===== src/rtl/fifo_write_arbiter_pkg.sv =====
// Shared types and helpers for the round-robin FIFO write arbiter.
// The optional burst grant is enabled by defining FIFO_ARB_BURST_EN.
package fifo_write_arbiter_pkg;

    localparam int DEF_N_REQ     = 4;
    localparam int DEF_DATA_W    = 20;
    localparam int DEF_MAX_BURST = 4;

    typedef enum logic {
        ST_IDLE = 1'b0,
        ST_OWN  = 1'b1
    } arb_state_e;

    // Index following idx in a ring of n producers.
    function automatic int wrap_inc(input int idx, input int n);
        return (idx + 1) % n;
    endfunction

endpackage


===== src/rtl/fifo_write_arbiter_if.sv =====
// Producer-side handshake and FIFO write port of the arbiter.
// The slave modport is the arbiter; master is the producers plus the FIFO model.
interface fifo_write_arbiter_if
    import fifo_write_arbiter_pkg::*;
#(
    parameter int N_REQ  = DEF_N_REQ,
    parameter int DATA_W = DEF_DATA_W
);
    localparam int IDX_W = $clog2(N_REQ);

    logic [N_REQ-1:0]        req;
    logic [N_REQ*DATA_W-1:0] req_data;
    logic [N_REQ-1:0]        ack;
    logic                    fifo_full;
    logic                    fifo_write;
    logic [DATA_W-1:0]       fifo_data;
    logic [IDX_W-1:0]        owner;
    logic                    busy;

    modport slave (
        input  req, req_data, fifo_full,
        output ack, fifo_write, fifo_data, owner, busy
    );

    modport master (
        output req, req_data, fifo_full,
        input  ack, fifo_write, fifo_data, owner, busy
    );

endinterface


===== src/rtl/fifo_write_arbiter_rr_pick.sv =====
// Combinational round-robin picker: first set request at or after start, wrapping.
module rr_pick #(
    parameter int N  = 4,
    parameter int IW = $clog2(N)
) (
    input  logic [N-1:0]  req,
    input  logic [IW-1:0] start,
    output logic          found,
    output logic [IW-1:0] idx
);

    always_comb begin
        found = |req;
        idx   = '0;
        // Scan farthest-first so the slot closest to start is written last and wins.
        for (int k = N - 1; k >= 0; k--) begin
            if (req[(int'(start) + k) % N]) begin
                idx = IW'((int'(start) + k) % N);
            end
        end
    end

endmodule


===== src/rtl/fifo_write_arbiter.sv =====
// Round-robin write arbiter placing N_REQ producers in front of one FIFO write port.
// Define FIFO_ARB_BURST_EN to let an owner keep the grant for up to MAX_BURST words.
module fifo_write_arbiter
    import fifo_write_arbiter_pkg::*;
#(
    parameter int N_REQ     = DEF_N_REQ,
    parameter int DATA_W    = DEF_DATA_W,
    parameter int MAX_BURST = DEF_MAX_BURST
) (
    input  logic                clk,
    input  logic                reset,
    fifo_write_arbiter_if.slave bus
);

    localparam int IDX_W = $clog2(N_REQ);
    localparam int CNT_W = $clog2(MAX_BURST + 1);
    localparam logic [CNT_W-1:0] BURST_LAST = CNT_W'(MAX_BURST - 1);

`ifdef FIFO_ARB_BURST_EN
    localparam bit BURST_EN = 1'b1;
`else
    localparam bit BURST_EN = 1'b0;
`endif

    arb_state_e       state, state_d;
    logic [IDX_W-1:0] owner, owner_d;
    logic [IDX_W-1:0] last_winner, last_d;
    logic [CNT_W-1:0] burst_cnt, cnt_d;

    logic [N_REQ-1:0]  ack_vec;
    logic              xfer;
    logic [DATA_W-1:0] sel_data;
    logic [IDX_W-1:0]  pick_base;
    logic [IDX_W-1:0]  pick_start;
    logic              pick_found;
    logic [IDX_W-1:0]  pick_idx;

    // From IDLE the scan follows the last winner; while owning it follows the owner,
    // which makes the current owner the lowest-priority candidate.
    assign pick_base  = (state == ST_IDLE) ? last_winner : owner;
    assign pick_start = IDX_W'(wrap_inc(int'(pick_base), N_REQ));

    rr_pick #(
        .N  (N_REQ),
        .IW (IDX_W)
    ) u_pick (
        .req   (bus.req),
        .start (pick_start),
        .found (pick_found),
        .idx   (pick_idx)
    );

    // Gating with reset keeps a synchronous reset from letting a word slip through.
    always_comb begin
        ack_vec = '0;
        if (!reset && state == ST_OWN && bus.req[owner] && !bus.fifo_full) begin
            ack_vec[owner] = 1'b1;
        end
    end

    assign xfer     = |ack_vec;
    assign sel_data = bus.req_data[int'(owner)*DATA_W +: DATA_W];

    // NOTE: every variable gets its hold value first, so no branch can infer a latch.
    always_comb begin
        state_d = state;
        owner_d = owner;
        last_d  = last_winner;
        cnt_d   = burst_cnt;
        case (state)
            ST_IDLE: begin
                if (pick_found) begin
                    state_d = ST_OWN;
                    owner_d = pick_idx;
                    cnt_d   = '0;
                end
            end
            ST_OWN: begin
                if (xfer) begin
                    last_d = owner;
                    if (BURST_EN && burst_cnt < BURST_LAST) begin
                        cnt_d = burst_cnt + 1'b1;
                    end else begin
                        // req[owner] is set in a transfer cycle, so a pick always exists.
                        owner_d = pick_idx;
                        cnt_d   = '0;
                    end
                end else if (!bus.fifo_full && !bus.req[owner]) begin
                    cnt_d = '0;
                    if (pick_found) begin
                        owner_d = pick_idx;
                    end else begin
                        state_d = ST_IDLE;
                    end
                end
            end
            default: begin
                state_d = ST_IDLE;
            end
        endcase
    end

    // NOTE: state registers use non-blocking assignments so all update together.
    always_ff @(posedge clk) begin
        if (reset) begin
            state       <= ST_IDLE;
            owner       <= '0;
            last_winner <= IDX_W'(N_REQ - 1);
            burst_cnt   <= '0;
        end else begin
            state       <= state_d;
            owner       <= owner_d;
            last_winner <= last_d;
            burst_cnt   <= cnt_d;
        end
    end

    assign bus.ack        = ack_vec;
    assign bus.fifo_write = xfer;
    assign bus.fifo_data  = xfer ? sel_data : '0;
    assign bus.owner      = owner;
    assign bus.busy       = (state == ST_OWN);

    // Handshake invariants, ignored by synthesis.
    a_ack_onehot: assert property (@(posedge clk) disable iff (reset)
        $onehot0(ack_vec));
    a_write_iff_ack: assert property (@(posedge clk) disable iff (reset)
        bus.fifo_write == (ack_vec != '0));
    a_no_write_full: assert property (@(posedge clk) disable iff (reset)
        bus.fifo_full |-> !bus.fifo_write);

endmodule


===== src/flat_wrapper.sv =====
// flat-port wrapper written by rule: the top's interface ports become plain ports
module fifo_write_arbiter_flat import fifo_write_arbiter_pkg::*;
#(
    parameter int N_REQ     = DEF_N_REQ,
    parameter int DATA_W    = DEF_DATA_W,
    parameter int MAX_BURST = DEF_MAX_BURST
)
  (clk, reset, bus_req, bus_req_data, bus_fifo_full, bus_ack, bus_fifo_write, bus_fifo_data, bus_owner, bus_busy);
  fifo_write_arbiter_if #(.N_REQ(N_REQ), .DATA_W(DATA_W)) bus_i ();
  input  logic clk;
  input  logic reset;
  input wire logic [$bits(bus_i.req)-1:0] bus_req;
  input wire logic [$bits(bus_i.req_data)-1:0] bus_req_data;
  input wire logic [$bits(bus_i.fifo_full)-1:0] bus_fifo_full;
  output wire logic [$bits(bus_i.ack)-1:0] bus_ack;
  output wire logic [$bits(bus_i.fifo_write)-1:0] bus_fifo_write;
  output wire logic [$bits(bus_i.fifo_data)-1:0] bus_fifo_data;
  output wire logic [$bits(bus_i.owner)-1:0] bus_owner;
  output wire logic [$bits(bus_i.busy)-1:0] bus_busy;
  assign bus_i.req = bus_req;
  assign bus_i.req_data = bus_req_data;
  assign bus_i.fifo_full = bus_fifo_full;
  assign bus_ack = bus_i.ack;
  assign bus_fifo_write = bus_i.fifo_write;
  assign bus_fifo_data = bus_i.fifo_data;
  assign bus_owner = bus_i.owner;
  assign bus_busy = bus_i.busy;
  fifo_write_arbiter #(.N_REQ(N_REQ), .DATA_W(DATA_W), .MAX_BURST(MAX_BURST)) u_core (.clk(clk), .reset(reset), .bus(bus_i));
endmodule

===== config.mk =====
export PLATFORM = sky130hd
export DESIGN_NAME = fifo_write_arbiter_flat
export DESIGN_NICKNAME = d
export VERILOG_FILES = /design/src/rtl/fifo_write_arbiter_pkg.sv /design/src/rtl/fifo_write_arbiter_if.sv /design/src/rtl/fifo_write_arbiter_rr_pick.sv /design/src/rtl/fifo_write_arbiter.sv /design/src/flat_wrapper.sv
export SDC_FILE = /design/constraint.sdc
export NUM_CORES = 1
export LEC_CHECK = 0
export CAP_MARGIN = 20
export CORE_AREA = 2 2 64 66
export CTS_CLUSTER_DIAMETER = 40
export CTS_CLUSTER_SIZE = 16
export DETAILED_ROUTE_END_ITERATION = 8
export DIE_AREA = 0 0 66 68
export HOLD_SLACK_MARGIN = 0.03
export PLACE_DENSITY = 0.78
export SYNTH_ARGS = -nofsm -noshare
export SYNTH_HDL_FRONTEND = slang
export SYNTH_SLANG_ARGS = --single-unit

===== constraint.sdc =====
create_clock -name clk -period 2.2 [get_ports clk]
set_clock_uncertainty 0.1 [all_clocks]
set_input_delay 0.44 -clock clk [delete_from_list [all_inputs] [get_ports clk]]
set_output_delay 0.44 -clock clk [all_outputs]
set_load 0.005 [all_outputs]

==> results.py <==
metrics = {
    "status": {
        "outcome": "finished, violations left",
        "violations": "negative setup slack",
    },
    "logic_synthesis": {
        "syn-mean-instance-area_um2": 10.4,
        "synth_cells": 95,
        "syn_nets": 182,
        "synth_mux_area_frac": 0.512,
        "ys_seq_area_frac": 0.102,
        "synthFlopType": "dfxtp_1",
        "ys.warnings.count": 0,
        "synthSimpleGateAreaFrac": 0.253,
        "synth.top_cell.area_share": 0.480,
        "synth_seq_cells": 5,
        "yosys.area.top_type": "mux4_2",
        "postSynth.asyncResetShare": 0,
        "synth_fa_ha_area_frac": 0,
        "synth_cell_types": 29,
        "synth_commonest_cells": "and3_1 (21), mux4_2 (21), dfxtp_1 (5)",
        "netlist_area_um2": 985,
        "synth_compound_area_frac": 0.0750,
        "synth_edf_count": 0,
        "synthTopCellsByArea": "mux4_2 (48%), and3_1 (13%), dfxtp_1 (10%)",
        "synth_top_family_by_area": "multiplexers",
        "synth_xor_area_frac": 0,
    },
    "setup_path": {
        "crit_buf_inv": 3,
        "cp_max_fo": 4,
        "cp_slowest_cell": "mux4_2",
        "path_cells": "mux4_2 > clkbuf_16 > buf_12 > and3_4 > buf_6",
        "critPathTopFamily": "multiplexers",
        "path_class": "flop to output pin",
        "crit_path_max_incr_delay_ns": 0.61,
        "end_kind": "output pin",
        "crit_required_ns": 1.66,
        "arrival_ns": 1.75,
        "critPathLaunchType": "flop",
    },
    "clock_network": {
        "cts_buffers": 3,
        "htree_levels": 1,
        "postCtsHoldBufs": 0,
        "worstSkewPairLatency_ns": 0.22,
        "clkTransAtPathRegs_ns": 0.04,
        "cts_tree": "yes",
        "cts-root-buf": "clkbuf_8",
        "clock-sinks": 5,
        "clockBufferDepth": 2,
    },
    "global_routing": {
        "grt_max_degree": 23,
        "grt_usage": 0.211,
        "grt_use_met3": 0.0625,
        "grt_pass1_wl_mm": 7.13,
        "grt_pass1_vias": 1421,
        "antenna_found_initial": 0,
        "overflow": 0,
        "grt_busiest_layer": "met2",
        "use_met1": 0.216,
        "grt_use_met2": 0.420,
    },
    "die": {
        "num_io_pins": 115,
        "rows": 23,
        "die-area_um2": 4490,
        "start_util": 0.255,
        "die_h_um": 68,
        "core_um2": 3860,
        "fp.dieW_um": 66,
    },
    "final_layout": {
        "design_area_um2": 2680,
        "antenna_cells": 0,
        "area_growth_pct": 173,
        "layout.cells.non_filler": 287,
        "fin_nets": 325,
        "final_core_util": 0.696,
        "layout-drive-gt1-share": 0.473,
    },
    "job": {
        "cap_violations": 0,
    },
    "timing": {
        "setup_slack_ns": -0.0905,
        "max_freq_mhz": 437,
        "hold_viol_final": 0,
        "setup_viol": 18,
        "rsz0062_at_grt": "true",
        "fin_crit_sh": 1.04,
        "final_max_slew_viol_count": 0,
        "period_needed_ns": 2.29,
        "tightest_slew_ns": 0.382,
        "tns_ns": -0.982,
        "relSlewSlack": 0.738,
    },
    "place": {
        "dp_slack_ns": -0.534,
        "placed_cells": 271,
        "placed_cell_area_um2": 2370,
        "gp_congestion": 0.895,
        "numPortBuffers": 114,
        "hpwl_mm": 3.66,
    },
    "power": {
        "p_leak_uw": 0.00111,
        "ir_drop_mv": 0.670,
        "power-per-cell-area_nw_per_um2": 350,
    },
    "detailed_routing": {
        "totalWireLength_mm": 5.38,
        "drc_errors": 0,
        "viasPerCell": 5.11,
        "dr_total_vias": 1466,
        "postRouteAntennaNets": 0,
        "firstDrtPassIters": 4,
        "wl_per_cell_um": 18.7,
        "dr.first_iter.drc_count": 58,
    },
    "hold_path": {
        "hp-class": "flop to flop",
    },
}
cell type report:
cell class	count	area (um^2)
well taps	50	62.6
flip-flops and latches	5	105
multi-input cells	76	955
clock buffers	4	45.0
inverters	4	17.5
fillers	289	1170
repair buffers	148	1500
flip-flops by register name, indices dropped and copies added, names as in the netlist:
| name | cells |
|---|---|
| u_core.bus.busy | 1 |
| u_core.bus.owner | 2 |
| u_core.last_winner | 2 |
worst register-to-register path, cell delays in order, from the launching register on:
cell       delay, ns
dfxtp_2         0.35
mux4_2          0.61
clkbuf_16       0.20
buf_12          0.13
nand2_8         0.07
inv_4           0.04
buf_6           0.11
or3_4           0.37
mux2i_1         0.13
timing repair:
item	4_1_cts	5_1_grt
endpoints found under the setup margin	27	24
cloned	2	1
pin swaps	5	4
gates resized for setup	140	28
buffers inserted	10	0
layer usage:
metal	up-vias	part of all wire	routed length (um)
met3	10	0.10	542
li1	674	-	-
met5	-	0	0
met1	706	0.33	1770
met4	0	0.017	89
met2	76	0.55	2980
final timing paths:
| check | startpoint | to | slack [ns] | depth (start not counted) |
|---|---|---|---|---|
| max | u_core.bus.owner[1] | bus_fifo_data[14] | -0.09 | 5 |
| min | u_core.last_winner[0] | u_core.last_winner[0] | 0.36 | 1 |
| max reg2reg | u_core.bus.owner[1] | u_core.bus.owner[1] | -0.01 | 8 |
| min reg2reg | u_core.last_winner[0] | u_core.last_winner[0] | 0.36 | 1 |
placed cells by master, fill, tap and decap left out, types with 2 or more instances in the layout:
| cell | n |
|---|---|
| buf_12 | 5 |
| dlygate4sd2_1 | 2 |
| buf_6 | 24 |
| clkdlybuf4s15_1 | 2 |
| clkbuf_8 | 3 |
| and2_1 | 2 |
| clkdlybuf4s50_1 | 83 |
| nor2_1 | 3 |
| o21ai_0 | 3 |
| clkbuf_16 | 2 |
| and3_4 | 15 |
| mux2i_1 | 2 |
| mux4_2 | 21 |
| inv_1 | 3 |
| buf_8 | 2 |
| buf_4 | 16 |
| buf_2 | 12 |
| and3_1 | 6 |
| nand2_1 | 4 |
| dfxtp_1 | 3 |
per-stage QoR:
stage	power, uW	hold slack (ns)
3_3_place_gp	625	0.348
5_1_grt	990	0.404
4_1_cts	911	0.362
2_1_floorplan	338	0.331
6_report	940	0.359
3_5_place_dp	636	0.354
cell families (layout without fill, tap and decap cells):
logic type | after synthesis | in the layout
buffers and inverters | 14 | 156
AND/OR/NAND/NOR | 41 | 41
multiplexers | 24 | 24
AO/OA/AOI/OAI | 11 | 11
flip-flops | 5 | 5
where the power goes:
group	internal (uW)	total, uW	switching [uW]
clock network	124	169	44.7
registers	101	110	9.59
logic	443	660	217
Power figures use the tool's default switching activity.
